[src/rtl/sync_fifo_pkg.sv]
// ---------------------------------------------------------------------------
// sync_fifo_pkg
// Shared constants and helpers for the sync_fifo block:
//   DEF_WIDTH / DEF_DEPTH : default data width and storage depth
//   ptr_w()               : pointer width for a given depth (at least 1 bit)
//   ptr_inc()             : pointer increment that wraps DEPTH-1 -> 0
// ---------------------------------------------------------------------------
package sync_fifo_pkg;

    localparam int DEF_WIDTH = 8;
    localparam int DEF_DEPTH = 8;

    function automatic int ptr_w(input int depth);
        return (depth > 1) ? $clog2(depth) : 1;
    endfunction

    function automatic int unsigned ptr_inc(input int unsigned ptr,
                                            input int unsigned depth);
        return (ptr == depth - 32'd1) ? 32'd0 : ptr + 32'd1;
    endfunction

endpackage

[src/rtl/sync_fifo_mem.sv]
// ---------------------------------------------------------------------------
// sync_fifo_mem
// DEPTH x WIDTH register array with one write port and one synchronous,
// registered read port. Storage is never cleared; only the read register is.
// Ports:
//   clk   : rising-edge clock
//   rst   : synchronous active-high reset (clears rdata only)
//   we    : write enable, waddr : write address, wdata : write data
//   re    : read enable,  raddr : read address,  rdata : registered read data
//           (holds its value when re is low)
// ---------------------------------------------------------------------------
module sync_fifo_mem #(
    parameter int WIDTH = 8,
    parameter int DEPTH = 8,
    parameter int AW    = 3
) (
    input  logic             clk,
    input  logic             rst,
    input  logic             we,
    input  logic [AW-1:0]    waddr,
    input  logic [WIDTH-1:0] wdata,
    input  logic             re,
    input  logic [AW-1:0]    raddr,
    output logic [WIDTH-1:0] rdata
);

    logic [WIDTH-1:0] mem [DEPTH];

    always_ff @(posedge clk) begin
        if (we) begin
            mem[waddr] <= wdata;
        end
    end

    always_ff @(posedge clk) begin
        if (rst) begin
            rdata <= '0;
        end else if (re) begin
            rdata <= mem[raddr];
        end
    end

endmodule

[src/rtl/sync_fifo.sv]
// ---------------------------------------------------------------------------
// sync_fifo
// Single-clock FIFO with write-enable / read-enable handshake and a
// one-cycle registered read. Full and empty are told apart by an occupancy
// counter, so the pointers are plain DEPTH-modulo indices.
// Ports:
//   clk      : rising-edge clock
//   rst      : synchronous active-high reset
//   wr_en    : write request      wr_data  : write data
//   full     : no free entry (registered)
//   rd_en    : read request
//   rd_data  : registered read data, holds when no read is accepted
//   rd_valid : rd_data carries a word popped in the previous cycle
//   empty    : no stored entry (registered)
//   count    : stored entries, 0..DEPTH
// Optional (macro SYNC_FIFO_ERR_FLAGS_EN):
//   overflow  : sticky, set the cycle after wr_en while full
//   underflow : sticky, set the cycle after rd_en while empty
// ---------------------------------------------------------------------------
module sync_fifo
    import sync_fifo_pkg::*;
#(
    parameter  int WIDTH = DEF_WIDTH,
    parameter  int DEPTH = DEF_DEPTH,
    localparam int AW    = ptr_w(DEPTH)
) (
    input  logic             clk,
    input  logic             rst,
    input  logic             wr_en,
    input  logic [WIDTH-1:0] wr_data,
    output logic             full,
    input  logic             rd_en,
    output logic [WIDTH-1:0] rd_data,
    output logic             rd_valid,
    output logic             empty,
    output logic [AW:0]      count
`ifdef SYNC_FIFO_ERR_FLAGS_EN
    ,
    output logic             overflow,
    output logic             underflow
`endif
);

    logic [AW-1:0] wr_ptr;
    logic [AW-1:0] rd_ptr;
    logic          wr_acc;
    logic          rd_acc;
    logic [AW:0]   count_nxt;

    // Requests against a full/empty FIFO are dropped here, so nothing
    // downstream ever sees an illegal access.
    assign wr_acc = wr_en & ~full;
    assign rd_acc = rd_en & ~empty;

    always_comb begin
        count_nxt = count;
        if (wr_acc && !rd_acc) begin
            count_nxt = count + 1'b1;
        end else if (rd_acc && !wr_acc) begin
            count_nxt = count - 1'b1;
        end
    end

    always_ff @(posedge clk) begin
        if (rst) begin
            wr_ptr   <= '0;
            rd_ptr   <= '0;
            count    <= '0;
            empty    <= 1'b1;
            full     <= 1'b0;
            rd_valid <= 1'b0;
        end else begin
            if (wr_acc) begin
                wr_ptr <= AW'(ptr_inc(32'(wr_ptr), $unsigned(DEPTH)));
            end
            if (rd_acc) begin
                rd_ptr <= AW'(ptr_inc(32'(rd_ptr), $unsigned(DEPTH)));
            end
            count    <= count_nxt;
            // Flags come from the next count so they are valid in the same
            // cycle as the updated count.
            full     <= (count_nxt == (AW+1)'(DEPTH));
            empty    <= (count_nxt == '0);
            rd_valid <= rd_acc;
        end
    end

    // Accesses in the reset cycle are suppressed so reset discards them.
    sync_fifo_mem #(
        .WIDTH (WIDTH),
        .DEPTH (DEPTH),
        .AW    (AW)
    ) u_mem (
        .clk   (clk),
        .rst   (rst),
        .we    (wr_acc & ~rst),
        .waddr (wr_ptr),
        .wdata (wr_data),
        .re    (rd_acc & ~rst),
        .raddr (rd_ptr),
        .rdata (rd_data)
    );

`ifdef SYNC_FIFO_ERR_FLAGS_EN
    always_ff @(posedge clk) begin
        if (rst) begin
            overflow  <= 1'b0;
            underflow <= 1'b0;
        end else begin
            if (wr_en && full) begin
                overflow <= 1'b1;
            end
            if (rd_en && empty) begin
                underflow <= 1'b1;
            end
        end
    end
`endif

endmodule
[config.mk]
export PLATFORM = sky130hd
export DESIGN_NAME = sync_fifo
export DESIGN_NICKNAME = d
export VERILOG_FILES = /design/src/rtl/sync_fifo_pkg.sv /design/src/rtl/sync_fifo_mem.sv /design/src/rtl/sync_fifo.sv
export SDC_FILE = /design/constraint.sdc
export NUM_CORES = 1
export LEC_CHECK = 0
export CORE_ASPECT_RATIO = 0.6
export CORE_MARGIN = 2
export CORE_UTILIZATION = 57
export CTS_CLUSTER_DIAMETER = 150
export CTS_CLUSTER_SIZE = 12
export DETAILED_ROUTE_END_ITERATION = 10
export PLACE_DENSITY = 0.78
export SKIP_LAST_GASP = 1
export SYNTH_ARGS = -nofsm -noshare
export SYNTH_HDL_FRONTEND = slang
export SYNTH_SLANG_ARGS = --single-unit
[constraint.sdc]
create_clock -name clk -period 2.35 [get_ports clk]
set_input_delay 0.47 -clock clk [delete_from_list [all_inputs] [get_ports clk]]
set_output_delay 0.47 -clock clk [all_outputs]
set_load 0.05 [all_outputs]
==> results.yml <==
setup_path:
  crit_family: "buffers and inverters"
  crit_arrival_ns: 1.70
  critical_path_buf_inv_count: 1
  crit_slowest_cell: "clkdlybuf4s50_1"
  slowest_delay_ns: 0.86
  endpoint_kind: "output pin"
  path_max_fanout: 8
  cp-start-kind: "register"
  crit_type: "reg2out"
  crit_path_cell_trace: "clkdlybuf4s50_1"
  critPathRequiredTime_ns: 1.88
timing:
  worst_clock_skew_ns: 0.01001
  final_hold_viol_count: 0
  max_freq_mhz: 461.8
  setup_tns_ns: 0
  tightest_slew_ns: 0.6876
  rsz0062_at_grt: "no"
  fin_hold_ws_ns: 0.5427
  relSlewSlack_pct: 54.10
  finalSetupViolCount: 0
  min_period_ns: 2.165
  final.period_utilization_pct: 92.14
  finalMaxSlewViolations: 0
drt:
  detail-route-antenna-nets: 0
  post_drt_via_cell_ratio: 5.655
  wl_per_cell_um: 19.72
  drc: 0
  drt_first_pass_iters: 4
  wirelength_um: 6566
  via_count: 1883
  dr.first_iter.drc_count: 146
clocking:
  clk_pin_slew_ns: 0.08
  cts_tree: "done"
  clock_sinks: 85
  cts_max_level: 3
  cts-root-buf: "clkbuf_8"
  cts_buffer_depth: 2
  ctsResizeCount: 0
  cts_hold_buf: 0
  post_cts_buffers: 0
  clk_latency_ns: 0.35
  numCtsBuffers: 9
die:
  rows: 21
  start_util_pct: 60.19
  core-area_sq_um: 5702
  die_h_um: 64.11
  dieArea_sq_um: 6678
  die_x_um: 104.2
  io_pins: 27
synthesis:
  yosys.area.top_type: "edfxtp_1"
  synth_top_family_by_area: "multiplexers"
  synth_top_cells_by_area: "edfxtp_1 56%, dfxtp_1 12%, mux4_1 6.1%"
  synth_cells: 205
  yosys_register_bits: 85
  synthAdderAreaFrac_pct: 2.187
  synth-compound-area-share_pct: 5.724
  synth-simple-area-share_pct: 6.672
  avgSynthCellArea_sq_um: 16.74
  ys_types: 39
  yosysTopAreaCellShare_pct: 56.00
  synth_nets: 223
  synth_xor_area_share_pct: 0.9843
  syn_area_sq_um: 3432
  synth.area.mux_share_pct: 13.71
  yosys_warnings: 0
  ys_seq_area_share_pct: 68.25
global_routing:
  grt_pass1_vias: 1849
  gr-total-overflow: 0
  grt_pass1_wl_um: 10440
  grt_max_degree: 19
  grt_usage_pct: 22.14
  antenna_found_initial: 0
run:
  maxCapViolCount: 0
finish:
  diodes: 0
  fin_nets: 266
  final_area_sq_um: 4060
  multi_input_area_sq_um: 1005
  area_growth_pct: 18.30
  seq_area_sq_um: 2342
  fill_cells: 367
  drive_gt1_share_pct: 18.97
place:
  gp_congestion: 0.9107
  hpwlAfterDp_um: 4434
  port_buffers: 26
  dpl_cell_area_sq_um: 3839
power:
  p_per_area_nw_per_um2: 848.6
  peakVddDrop_uv: 444.5
  p_leak_nw: 1.376
outcome:
  status: "finished, final reports clean"
worst_hold_path:
  hp-class: "reg2reg"
## path summary, 6_finish.rpt
path	startpoint	to	slack, ns	cells past startpoint
max	count[1]	count[1]	0.18	1
min reg2reg	u_mem.rdata[4]	u_mem.rdata[4]	0.54	2
max reg2reg	rd_ptr[0]	u_mem.rdata[5]	0.66	4
min	u_mem.rdata[4]	u_mem.rdata[4]	0.54	2
## placed cells by master, fill, tap and decap left out, types with 2 or more instances in the layout
cell type | Yosys | routed
a21oi_1 | 15 | 15
buf_4 | 2 | 16
bufinv_16 | 0 | 2
clkbuf_8 | 0 | 9
clkdlybuf4s50_1 | 0 | 26
dfxtp_1 | 21 | 21
edfxtp_1 | 64 | 64
ha_1 | 6 | 6
inv_1 | 3 | 3
inv_6 | 0 | 2
mux2i_1 | 8 | 8
mux4_1 | 8 | 8
mux4_2 | 8 | 8
nand2_1 | 11 | 11
nand2b_1 | 3 | 3
nand3_1 | 2 | 2
nor2_1 | 11 | 11
nor2_4 | 2 | 2
nor3_1 | 5 | 5
o21ai_0 | 9 | 9
## logic make-up (layout without fill, tap and decap cells)
family	count (synthesis)	count (layout)
flops	85	85
compound gates	31	31
simple gates	43	43
mux	24	24
fa+ha+maj	6	6
xor+xnor	3	3
buf+inv	13	61
## synthesized netlist by cell type
master	count
a311oi_1	1
or3_1	1
nand3b_1	1
a31oi_1	1
and3_1	1
buf_4	2
nor3_1	5
dfxtp_1	21
xnor2_1	1
nand2_1	11
and2b_1	1
nand2b_2	1
a22oi_2	1
and2b_2	1
o31ai_1	1
a211oi_1	1
and2_1	1
inv_1	3
nand4_1	1
ha_1	6
nor4_2	1
edfxtp_1	64
buf_12	1
nand2b_1	3
a22oi_4	1
mux4_1	8
clkbuf_1	2
mux2i_1	8
o31ai_2	1
xnor2_2	1
nand3_1	2
nor2_1	11
xor2_1	1
o21ai_0	9
buf_6	1
nor2_4	2
a21oi_1	15
buf_2	4
mux4_2	8
## state kept, by name (all words and copies together) (netlist names)
name and flops:
full 1, u_mem.mem 64, u_mem.rdata 8, rd_ptr 3, wr_ptr 3, rd_valid 1
count 4, empty 1
## layout make-up
class / count / area share (%)
timing repair buffer: 42 / 9.368
multi-input combinational: 107 / 24.75
inverter: 3 / 0.2774
tap: 80 / 2.465
sequential: 85 / 57.69
clock inverter: 7 / 2.404
clock buffer: 9 / 3.051
## power by group
part / switching [mW] / leakage, nW / internal, mW / total, mW
logic: 0.363 / 0.518 / 0.240 / 0.603
registers: 0.0488 / 0.750 / 1.67 / 1.72
clock network: 0.515 / 0.108 / 0.604 / 1.12
## metal layers
metal | vias up | GRT usage, % | wire length (um)
met5 | - | 0 | 0
met4 | 0 | 4.730 | 25
met1 | 935 | 32.13 | 3113
li1 | 880 | - | -
met2 | 66 | 31.66 | 2936
met3 | 2 | 9.286 | 490
## stage by stage
step	power, mW	std cells	util (%)	setup slack [ns]
floorplan	2.174	205	-	0.1647
global placement	2.347	317	67.33	0.2561
detailed placement	2.357	317	67.33	0.1947
CTS	3.464	333	71.21	0.1800
global route	3.588	333	71.21	0.1227
finish	3.445	333	71.21	0.1848
No activity file was read; power rests on OpenSTA's default activity.
